**src/rtl/hazard_pkg.sv**
```systemverilog
// Shared types and constants for the MIPS ID-stage hazard/stall controller.
// Stall lengths are the number of bubble cycles each unresolvable hazard needs.
package hazard_pkg;

  localparam int REG_W = 5;

  typedef enum logic {
    IDLE  = 1'b0,
    STALL = 1'b1
  } state_t;

  localparam int LOAD_USE_STALL    = 1;
  localparam int BR_ALU_STALL      = 1;
  localparam int BR_LOAD_EX_STALL  = 2;
  localparam int BR_LOAD_MEM_STALL = 1;

endpackage

```
**src/rtl/hazard_stall_ctrl_if.sv**
```systemverilog
// Bundle between the ID-stage pipeline and the hazard controller.
// The pipeline is the master (supplies hazard inputs), the controller is the slave.
interface hazard_stall_ctrl_if #(
  parameter int REG_W  = hazard_pkg::REG_W,
  parameter int PERF_W = 32
);
  logic [REG_W-1:0]  IDRegisterRs;
  logic [REG_W-1:0]  IDRegisterRt;
  logic              IDUsesRt;
  logic              IDBranch;
  logic              IDJump;
  logic              BranchTaken;
  logic              EXMemRead;
  logic              EXRegWrite;
  logic [REG_W-1:0]  EX_WriteReg;
  logic              MEMMemRead;
  logic [REG_W-1:0]  MEM_WriteReg;
  logic              PCWrite;
  logic              IFIDWrite;
  logic              IDEXFlush;
  logic              IFIDFlush;
  logic              Stalling;
  logic [PERF_W-1:0] StallCycles;
  logic [PERF_W-1:0] FlushCount;

  modport master (
    output IDRegisterRs, IDRegisterRt, IDUsesRt, IDBranch, IDJump, BranchTaken,
           EXMemRead, EXRegWrite, EX_WriteReg, MEMMemRead, MEM_WriteReg,
    input  PCWrite, IFIDWrite, IDEXFlush, IFIDFlush, Stalling, StallCycles, FlushCount
  );

  modport slave (
    input  IDRegisterRs, IDRegisterRt, IDUsesRt, IDBranch, IDJump, BranchTaken,
           EXMemRead, EXRegWrite, EX_WriteReg, MEMMemRead, MEM_WriteReg,
    output PCWrite, IFIDWrite, IDEXFlush, IFIDFlush, Stalling, StallCycles, FlushCount
  );

endinterface

```
**src/rtl/hazard_detect.sv**
```systemverilog
// Combinational stall-length classifier: returns how many bubble cycles the
// instruction in ID needs (0 = none). First matching rule wins.
module hazard_detect #(
  parameter int REG_W = 5,
  parameter int CNT_W = 2
) (
  input  logic [REG_W-1:0] id_rs,
  input  logic [REG_W-1:0] id_rt,
  input  logic             id_uses_rt,
  input  logic             id_branch,
  input  logic             ex_mem_read,
  input  logic             ex_reg_write,
  input  logic [REG_W-1:0] ex_write_reg,
  input  logic             mem_mem_read,
  input  logic [REG_W-1:0] mem_write_reg,
  output logic [CNT_W-1:0] n
);
  import hazard_pkg::*;

  logic ex_match;
  logic mem_match;

  // $0 is hardwired zero, so a write to it never produces a dependency
  assign ex_match  = (ex_write_reg != '0) &&
                     ((ex_write_reg == id_rs) || (id_uses_rt && (ex_write_reg == id_rt)));
  assign mem_match = (mem_write_reg != '0) &&
                     ((mem_write_reg == id_rs) || (id_uses_rt && (mem_write_reg == id_rt)));

  always_comb begin
    n = '0;
    if (id_branch && ex_mem_read && ex_match)
      n = CNT_W'(BR_LOAD_EX_STALL);
    else if (id_branch && ex_reg_write && ex_match)
      n = CNT_W'(BR_ALU_STALL);
    else if (id_branch && mem_mem_read && mem_match)
      n = CNT_W'(BR_LOAD_MEM_STALL);
    else if (!id_branch && ex_mem_read && ex_match)
      n = CNT_W'(LOAD_USE_STALL);
  end

endmodule

```
**src/rtl/hazard_stall_ctrl.sv**
```systemverilog
// ID-stage stall/bubble/flush controller with a registered multi-cycle stall FSM.
// Optional perf counters are built only when HAZARD_PERF_CNT_EN is defined.
//
// state | meaning
// IDLE  | evaluate hazards each cycle; single-cycle stalls stay here
// STALL | hold PC and IF/ID, bubble ID/EX until cnt reaches 1
module hazard_stall_ctrl #(
  parameter int REG_W  = hazard_pkg::REG_W,
  parameter int CNT_W  = 2,
  parameter int PERF_W = 32
) (
  input logic               clk,
  input logic               reset,
  hazard_stall_ctrl_if.slave bus
);
  import hazard_pkg::*;

  state_t           state, state_next;
  logic [CNT_W-1:0] cnt, cnt_next;
  logic [CNT_W-1:0] n;
  logic             pc_write, ifid_write, idex_flush, ifid_flush, stalling;

  hazard_detect #(.REG_W(REG_W), .CNT_W(CNT_W)) u_detect (
    .id_rs         (bus.IDRegisterRs),
    .id_rt         (bus.IDRegisterRt),
    .id_uses_rt    (bus.IDUsesRt),
    .id_branch     (bus.IDBranch),
    .ex_mem_read   (bus.EXMemRead),
    .ex_reg_write  (bus.EXRegWrite),
    .ex_write_reg  (bus.EX_WriteReg),
    .mem_mem_read  (bus.MEMMemRead),
    .mem_write_reg (bus.MEM_WriteReg),
    .n             (n)
  );

  always_ff @(posedge clk or posedge reset) begin
    if (reset) begin
      state <= IDLE;
      cnt   <= '0;
    end else begin
      state <= state_next;
      cnt   <= cnt_next;
    end
  end

  always_comb begin
    state_next = state;
    cnt_next   = cnt;
    pc_write   = 1'b1;
    ifid_write = 1'b1;
    idex_flush = 1'b0;
    ifid_flush = 1'b0;
    stalling   = 1'b0;
    if (reset) begin
      idex_flush = 1'b1;
      ifid_flush = 1'b1;
    end else begin
      case (state)
        IDLE: begin
          if (n != '0) begin
            // stall wins: a taken branch is not acted on while entering a stall
            pc_write   = 1'b0;
            ifid_write = 1'b0;
            idex_flush = 1'b1;
            if (n > CNT_W'(1)) begin
              state_next = STALL;
              cnt_next   = n - CNT_W'(1);
            end
          end else begin
            ifid_flush = (bus.IDBranch && bus.BranchTaken) || bus.IDJump;
          end
        end
        STALL: begin
          pc_write   = 1'b0;
          ifid_write = 1'b0;
          idex_flush = 1'b1;
          stalling   = 1'b1;
          if (cnt <= CNT_W'(1)) begin
            state_next = IDLE;
            cnt_next   = '0;
          end else begin
            cnt_next = cnt - CNT_W'(1);
          end
        end
        default: begin
          state_next = IDLE;
          cnt_next   = '0;
        end
      endcase
    end
  end

  assign bus.PCWrite   = pc_write;
  assign bus.IFIDWrite = ifid_write;
  assign bus.IDEXFlush = idex_flush;
  assign bus.IFIDFlush = ifid_flush;
  assign bus.Stalling  = stalling;

`ifdef HAZARD_PERF_CNT_EN
  logic [PERF_W-1:0] stall_cycles, flush_count;

  // saturating counters; ifid_flush is forced high in reset but the async clear dominates
  always_ff @(posedge clk or posedge reset) begin
    if (reset) begin
      stall_cycles <= '0;
      flush_count  <= '0;
    end else begin
      if (!pc_write && (stall_cycles != '1))
        stall_cycles <= stall_cycles + PERF_W'(1);
      if (ifid_flush && (flush_count != '1))
        flush_count <= flush_count + PERF_W'(1);
    end
  end

  assign bus.StallCycles = stall_cycles;
  assign bus.FlushCount  = flush_count;
`else
  assign bus.StallCycles = '0;
  assign bus.FlushCount  = '0;
`endif

endmodule

```
**src/flat_wrapper.sv**
```systemverilog
// flat-port wrapper written by rule: the top's interface ports become plain ports
module hazard_stall_ctrl_flat import hazard_pkg::*;
#(
  parameter int REG_W  = hazard_pkg::REG_W,
  parameter int CNT_W  = 2,
  parameter int PERF_W = 32
)
  (clk, reset, bus_IDRegisterRs, bus_IDRegisterRt, bus_IDUsesRt, bus_IDBranch, bus_IDJump, bus_BranchTaken, bus_EXMemRead, bus_EXRegWrite, bus_EX_WriteReg, bus_MEMMemRead, bus_MEM_WriteReg, bus_PCWrite, bus_IFIDWrite, bus_IDEXFlush, bus_IFIDFlush, bus_Stalling, bus_StallCycles, bus_FlushCount);
  hazard_stall_ctrl_if #(.REG_W(REG_W), .PERF_W(PERF_W)) bus_i ();
  input logic clk;
  input logic reset;
  input wire logic [$bits(bus_i.IDRegisterRs)-1:0] bus_IDRegisterRs;
  input wire logic [$bits(bus_i.IDRegisterRt)-1:0] bus_IDRegisterRt;
  input wire logic [$bits(bus_i.IDUsesRt)-1:0] bus_IDUsesRt;
  input wire logic [$bits(bus_i.IDBranch)-1:0] bus_IDBranch;
  input wire logic [$bits(bus_i.IDJump)-1:0] bus_IDJump;
  input wire logic [$bits(bus_i.BranchTaken)-1:0] bus_BranchTaken;
  input wire logic [$bits(bus_i.EXMemRead)-1:0] bus_EXMemRead;
  input wire logic [$bits(bus_i.EXRegWrite)-1:0] bus_EXRegWrite;
  input wire logic [$bits(bus_i.EX_WriteReg)-1:0] bus_EX_WriteReg;
  input wire logic [$bits(bus_i.MEMMemRead)-1:0] bus_MEMMemRead;
  input wire logic [$bits(bus_i.MEM_WriteReg)-1:0] bus_MEM_WriteReg;
  output wire logic [$bits(bus_i.PCWrite)-1:0] bus_PCWrite;
  output wire logic [$bits(bus_i.IFIDWrite)-1:0] bus_IFIDWrite;
  output wire logic [$bits(bus_i.IDEXFlush)-1:0] bus_IDEXFlush;
  output wire logic [$bits(bus_i.IFIDFlush)-1:0] bus_IFIDFlush;
  output wire logic [$bits(bus_i.Stalling)-1:0] bus_Stalling;
  output wire logic [$bits(bus_i.StallCycles)-1:0] bus_StallCycles;
  output wire logic [$bits(bus_i.FlushCount)-1:0] bus_FlushCount;
  assign bus_i.IDRegisterRs = bus_IDRegisterRs;
  assign bus_i.IDRegisterRt = bus_IDRegisterRt;
  assign bus_i.IDUsesRt = bus_IDUsesRt;
  assign bus_i.IDBranch = bus_IDBranch;
  assign bus_i.IDJump = bus_IDJump;
  assign bus_i.BranchTaken = bus_BranchTaken;
  assign bus_i.EXMemRead = bus_EXMemRead;
  assign bus_i.EXRegWrite = bus_EXRegWrite;
  assign bus_i.EX_WriteReg = bus_EX_WriteReg;
  assign bus_i.MEMMemRead = bus_MEMMemRead;
  assign bus_i.MEM_WriteReg = bus_MEM_WriteReg;
  assign bus_PCWrite = bus_i.PCWrite;
  assign bus_IFIDWrite = bus_i.IFIDWrite;
  assign bus_IDEXFlush = bus_i.IDEXFlush;
  assign bus_IFIDFlush = bus_i.IFIDFlush;
  assign bus_Stalling = bus_i.Stalling;
  assign bus_StallCycles = bus_i.StallCycles;
  assign bus_FlushCount = bus_i.FlushCount;
  hazard_stall_ctrl #(.REG_W(REG_W), .CNT_W(CNT_W), .PERF_W(PERF_W)) u_core (.clk(clk), .reset(reset), .bus(bus_i));
endmodule
```
**config.mk**
```make
export PLATFORM = sky130hd
export DESIGN_NAME = hazard_stall_ctrl_flat
export DESIGN_NICKNAME = d
export VERILOG_FILES = /design/src/rtl/hazard_pkg.sv /design/src/rtl/hazard_stall_ctrl_if.sv /design/src/rtl/hazard_detect.sv /design/src/rtl/hazard_stall_ctrl.sv /design/src/flat_wrapper.sv
export SDC_FILE = /design/constraint.sdc
export NUM_CORES = 1
export LEC_CHECK = 0
export ABC_AREA = 1
export CAP_MARGIN = 40
export CORE_MARGIN = 2
export CORE_UTILIZATION = 32
export CTS_CLUSTER_DIAMETER = 50
export DETAILED_ROUTE_END_ITERATION = 6
export PLACE_DENSITY = 0.86
export SLEW_MARGIN = 15
export SYNTH_ARGS = -nofsm -noshare
export SYNTH_HDL_FRONTEND = slang
export SYNTH_SLANG_ARGS = --single-unit
```
**constraint.sdc**
```tcl
create_clock -name clk -period 1.6 [get_ports clk]
set_input_delay 0.24 -clock clk [delete_from_list [all_inputs] [get_ports clk]]
set_output_delay 0.24 -clock clk [all_outputs]
set_load 0.01 [all_outputs]
```
Yosys cells after proc, flatten, opt, wreduce, memory -nomap -nowiden
Cells that the tools add are included.
- $add $sub $neg: 2
- magnitude comparators: 2
- bitwise gates (word level): 2
- mux-type cells: 23
- reductions and logical operators: 21
- equality and inequality tests: 6
- operators by type and width (operator ; number):
    == test 5 bit ; 4
    two-way mux 1 bit ; 15
    logical AND 1 bit ; 13
    nonzero test 5 bit ; 2
    two-way mux 2 bit ; 4
    one-hot mux 1 bit (2 select lines) ; 3
    inequality test 2 x 1 -> 1 bit (second input constant) ; 2
    one-hot mux 2 bit (2 select lines) ; 1
    subtractor 2 x 1 -> 2 bit (second input constant) ; 2
    logical OR 1 bit ; 3
    AND reduction 3 bit ; 1
    greater-than comparator 2 x 1 -> 1 bit (second input constant) ; 1
    <= comparator 2 x 1 -> 1 bit (second input constant) ; 1
    NOT 1 bit ; 2
    nonzero test 2 bit ; 1
    zero test 1 bit ; 1
- bits in registers: 3
- output and inout bits: 69
- bits of input ports: 29
- word-level logic and storage cells: 58

Logic depth before layout (Yosys ltp)
- word-level depth: 13
- gate-level depth with buffers: 12
- mapped depth without buffers: 11

By module
From an unflattened synthesis, not the netlist that was laid out.
- cells, all modules: 195
- area, all modules: 1123.6 um2
- modules (own cells, without submodules) (module ; cells an instance ; times used ; seq. area each (um2) ; area an instance (um2)):
    hazard_stall_ctrl ; 102 ; 1 ; 75.1 ; 720.7
    hazard_detect ; 93 ; 1 ; 0.0 ; 402.9

Worst setup path before layout
No wires, ideal clock.
- kind: input-to-output
- from: in bus_IDRegisterRt[3]
- to: out bus_PCWrite
- arrival time: 1.123 ns
- buffers on the path: 1
- stages: 12
- setup slack: 0.237 ns
- data required time: 1.360 ns
- path through: inv_1 > nand2_1 > nand2_1 > nor2_1 > nand3_1 > nand2_2 > nand3_2 > inv_2 > nor2_2 > nand2_1 > nand2_1 > buf_4
- cells in the longest elaborated chain, start to end: 13
- elaborated cells on any way between the ends: 20
- classes of those cells: eq/ne (2); mux (7); reduce/logical (11)
- ends and longest elaborated chain (item ; line ; text):
    start, declared ; flat_wrapper.sv:13 ; input wire logic [$bits(bus_i.IDRegisterRt)-1:0] bus_IDRegisterRt;
    == test 5 bit ; hazard_detect.sv:25 ; ((ex_write_reg == id_rs) || (id_uses_rt && (ex_write_reg == id_rt)));
    logical AND 1 bit ; hazard_detect.sv:25 ;
    logical OR 1 bit ; hazard_detect.sv:25 ;
    logical AND 1 bit ; hazard_detect.sv:24 ; assign ex_match = (ex_write_reg != '0) &&
    logical AND 1 bit ; hazard_detect.sv:37 ; else if (!id_branch && ex_mem_read && ex_match)
    two-way mux 1 bit ; hazard_detect.sv:37 ;
    two-way mux 1 bit ; hazard_detect.sv:35 ; else if (id_branch && mem_mem_read && mem_match)
    two-way mux 1 bit ; hazard_detect.sv:33 ; else if (id_branch && ex_reg_write && ex_match)
    two-way mux 2 bit * ; hazard_detect.sv:31 ; if (id_branch && ex_mem_read && ex_match)
    nonzero test 2 bit * ; hazard_stall_ctrl.sv:60 ; if (n != '0) begin
    two-way mux 1 bit * ; -- ;
    one-hot mux 1 bit (2 select lines) * ; -- ;
    two-way mux 1 bit * ; -- ;
    end, declared ; flat_wrapper.sv:23 ; output wire logic [$bits(bus_i.PCWrite)-1:0] bus_PCWrite;
Mark *: on every way between the ends. The rest lies on a longest branch, timed or not.

Worst setup path in the final report
- from: in bus_EXRegWrite
- to: out bus_IFIDFlush
- cells in the longest elaborated chain, start to end: 8
- ends and longest elaborated chain (item ; line ; text):
    start, declared ; flat_wrapper.sv:19 ; input wire logic [$bits(bus_i.EXRegWrite)-1:0] bus_EXRegWrite;
    logical AND 1 bit (2 in series) ; hazard_detect.sv:33 ;
    two-way mux 1 bit ; hazard_detect.sv:33 ;
    two-way mux 2 bit ; hazard_detect.sv:31 ;
    nonzero test 2 bit ; hazard_stall_ctrl.sv:60 ;
    two-way mux 1 bit ; hazard_stall_ctrl.sv:60 ;
    two-way mux 1 bit ; hazard_stall_ctrl.sv:58 ; case (state)
    two-way mux 1 bit ; hazard_stall_ctrl.sv:54 ; if (reset) begin
    end, declared ; flat_wrapper.sv:26 ; output wire logic [$bits(bus_i.IFIDFlush)-1:0] bus_IFIDFlush;
Every way passes these cells.

==> metrics.txt <==
die area 3934 um2; Pleak 0.8364 nW; fraction of layout cells with a size suffix above 1 0.3348; ANT cells 0; max frequency around 660 MHz; pre-CTS setup slack -0.7994 ns; Clock Skew about 0.0016 ns; maximum vdd drop between 0.2 and 0.3 mV; top post-synthesis cells by area buf_4 (44%), nand2_1 (15%), dfrtp_1 (6.8%), inv_1 (5.1%), nor2_1 (5.1%); Critical Path RT 1.36 ns; critical path class in -> out; commonest non-fill, non-tap cells in the layout conb_1 (64), nand2_1 (39), nor2_1 (14); DIE HEIGHT around 63 um; dominant cell type by area after synthesis buf_4; commonest non-fill, non-tap cell in the layout conb_1; final setup fails 0; sequential area share after synthesis 0.06803; Antenna Nets Post-Route 0; slowest cell on the critical path mux2_4; max-slew violations 0; crit-path max cell delay between 0.2 and 0.3 ns; largest net degree at the start of global routing 7; cell area power density between 500 and 600 nW/um2; Switch Pwr 0.3210 mW; Worst setup EP type output pin; Reg clk slew, reported paths approximately 0.04 ns; Clock Sinks 3; area of the core ~3300 um2; area share of the largest cell type after synthesis 0.4422; per-cell routed wire length between 7 and 8 um; starting density of the core 0.3307; placed cells 274; final wirelength around 2200 um; synthesized area approximately 1100 um2; maxcap violations 0; die span in x roughly 63 um; Period minus WS final approximately 1.5 ns; number of buffers created by CTS 3; cell count after synthesis 187; Layout Cells excl Fill around 280; # IOs 98; routed vias/inst 3.642; H-tree depth 1; Synth Area per Inst between 5 and 6 um2; IO buf count 33; Internal Power about 0.38 mW; antenna violations before repair 0; vias in the first global route about 870; DP HPWL around 1900 um; Tcrit/Tclk final 0.9484; Worst-Skew Late Latency between 0.2 and 0.25 ns; DRC violations left 0; Sw Share 0.4598; first-pass GRT wire length approximately 3400 um; Unique masters post-synth 22; Tightest Hold Check Type in -> async; Final Hold Vio Count 0; cell row count 21; startpoint types input pin; sequential power share 0.163; Overall Power 0.6981 mW; clock share of power 0.183; Worst EP arrival 1.28 ns; layout net count around 260; status finished, final reports clean; grt ovf 0; First DRT Iteration DRCs 30; cell mode on critical path nand2_2; critical-path cell list dlygate4sd2_1, mux2_4, nand3_2, nand2_2, nor2_4, nand2_2, o21ai_1, buf_2; total track usage 0.1062; gpl congestion between 0.8 and 0.9; Seq cells post-synth 3; CTS tree done; Gate power share 0.654; DR vias approximately 1000; Syn-to-layout area delta 24.04%; YS warnings 0; Longest Clk Path Bufs 2; final setup margin about 0.083 ns; CP max FO 2; Pre-Repair DR Iteration Count 4; Root Buffer clkbuf_4
## sequential cells by signal (all words and copies together) (netlist names)
| register | count |
|---|---|
| u_core.state | 1 |
| u_core.cnt | 2 |
## cell type report
type | instances | area [um2]
Sequential cell | 3 | 75.07
Timing Repair Buffer | 44 | 356.6
Inverter | 23 | 101.3
Multi-Input combinational cell | 159 | 752.0
Fill cell | 378 | 1968
Clock buffer | 4 | 26.28
Tap cell | 46 | 57.56
## routing by layer
layer	vias up	part of all wire	GRT usage
met2	52	0.56	0.2016
li1	527	-	-
met1	437	0.35	0.1083
met4	0	0	0.04167
met3	0	0.095	0.03063
met5	-	0	0
## Yosys cell counts, drive strengths merged
cell type	instances
nand2	48
xnor2	2
o21ai	6
inv	22
nor2	18
a21oi	4
xor2	3
dfrtp	3
nor3	2
conb	1
mux2	1
nand3	11
buf	65
clkinv	1
## power by group through the flow
| stage | Combinational [mW] | Sequential (mW) | Clock [mW] |
|---|---|---|---|
| 6_report | 0.457 | 0.113 | 0.128 |
| 5_1_grt | 0.511 | 0.120 | 0.140 |
| 4_1_cts | 0.423 | 0.114 | 0.135 |
| 3_5_place_dp | 0.465 | 0.115 | 0 |
| 3_3_place_gp | 0.456 | 0.114 | 0 |
| 2_1_floorplan | 0.381 | 0.112 | 0 |
## worst max-delay path, delay by kind of cell
kind / cells / cell delay (ns)
AO/OA/AOI/OAI: 1 / 0.11
buffers and inverters: 2 / 0.37
multiplexers: 1 / 0.26
AND/OR/NAND/NOR: 4 / 0.29
## metrics by stage
step / TNS (ns) / area (um2) / util / hold slack, ns
after CTS: -0.05126 / 1291 / 0.3870 / 0.3481
after global routing: -0.01142 / 1369 / 0.4102 / 0.3792
after floorplan: 0 / 1340 / - / 0.02202
final: 0 / 1369 / 0.4102 / 0.3523
after detailed placement: -3.773 / 1315 / 0.3941 / 0.4917
after global placement: -3.676 / 1315 / 0.3941 / 0.4815
## repair_timing
action | in CTS | in global routing
endpoints found under the setup margin | 7 | 4
buffers inserted | 0 | 1
pin swaps | 15 | 29
resized for setup | 100 | 59
hold buffers | 0 | 0
## worst paths after layout
kind                       depth (start not counted)            end  slack [ns]            from
hold reg to reg                                    2  u_core.cnt[1]        0.49   u_core.cnt[1]
setup / recovery                                   8  bus_IFIDFlush        0.08  bus_EXRegWrite
max in group asynchronous                          3   u_core.state        1.15           reset
hold / removal                                     3  u_core.cnt[0]        0.35           reset
setup reg to reg                                   5  u_core.cnt[0]        0.59    u_core.state
min in group clk                                   2  u_core.cnt[1]        0.49   u_core.cnt[1]
## kinds of logic (layout without fill, tap and decap cells)
logic type / Yosys count / in the layout / synth area share
buffers and inverters: 88 / 71 / 0.5204
multiplexers: 1 / 1 / 0.01020
XOR/XNOR: 5 / 5 / 0.03969
other: 1 / 64 / 0.003398
flip-flops: 3 / 3 / 0.06803
AO/OA/AOI/OAI: 10 / 10 / 0.05215
AND/OR/NAND/NOR: 79 / 79 / 0.3061
Note: power is estimated with default switching activity, not from simulation.
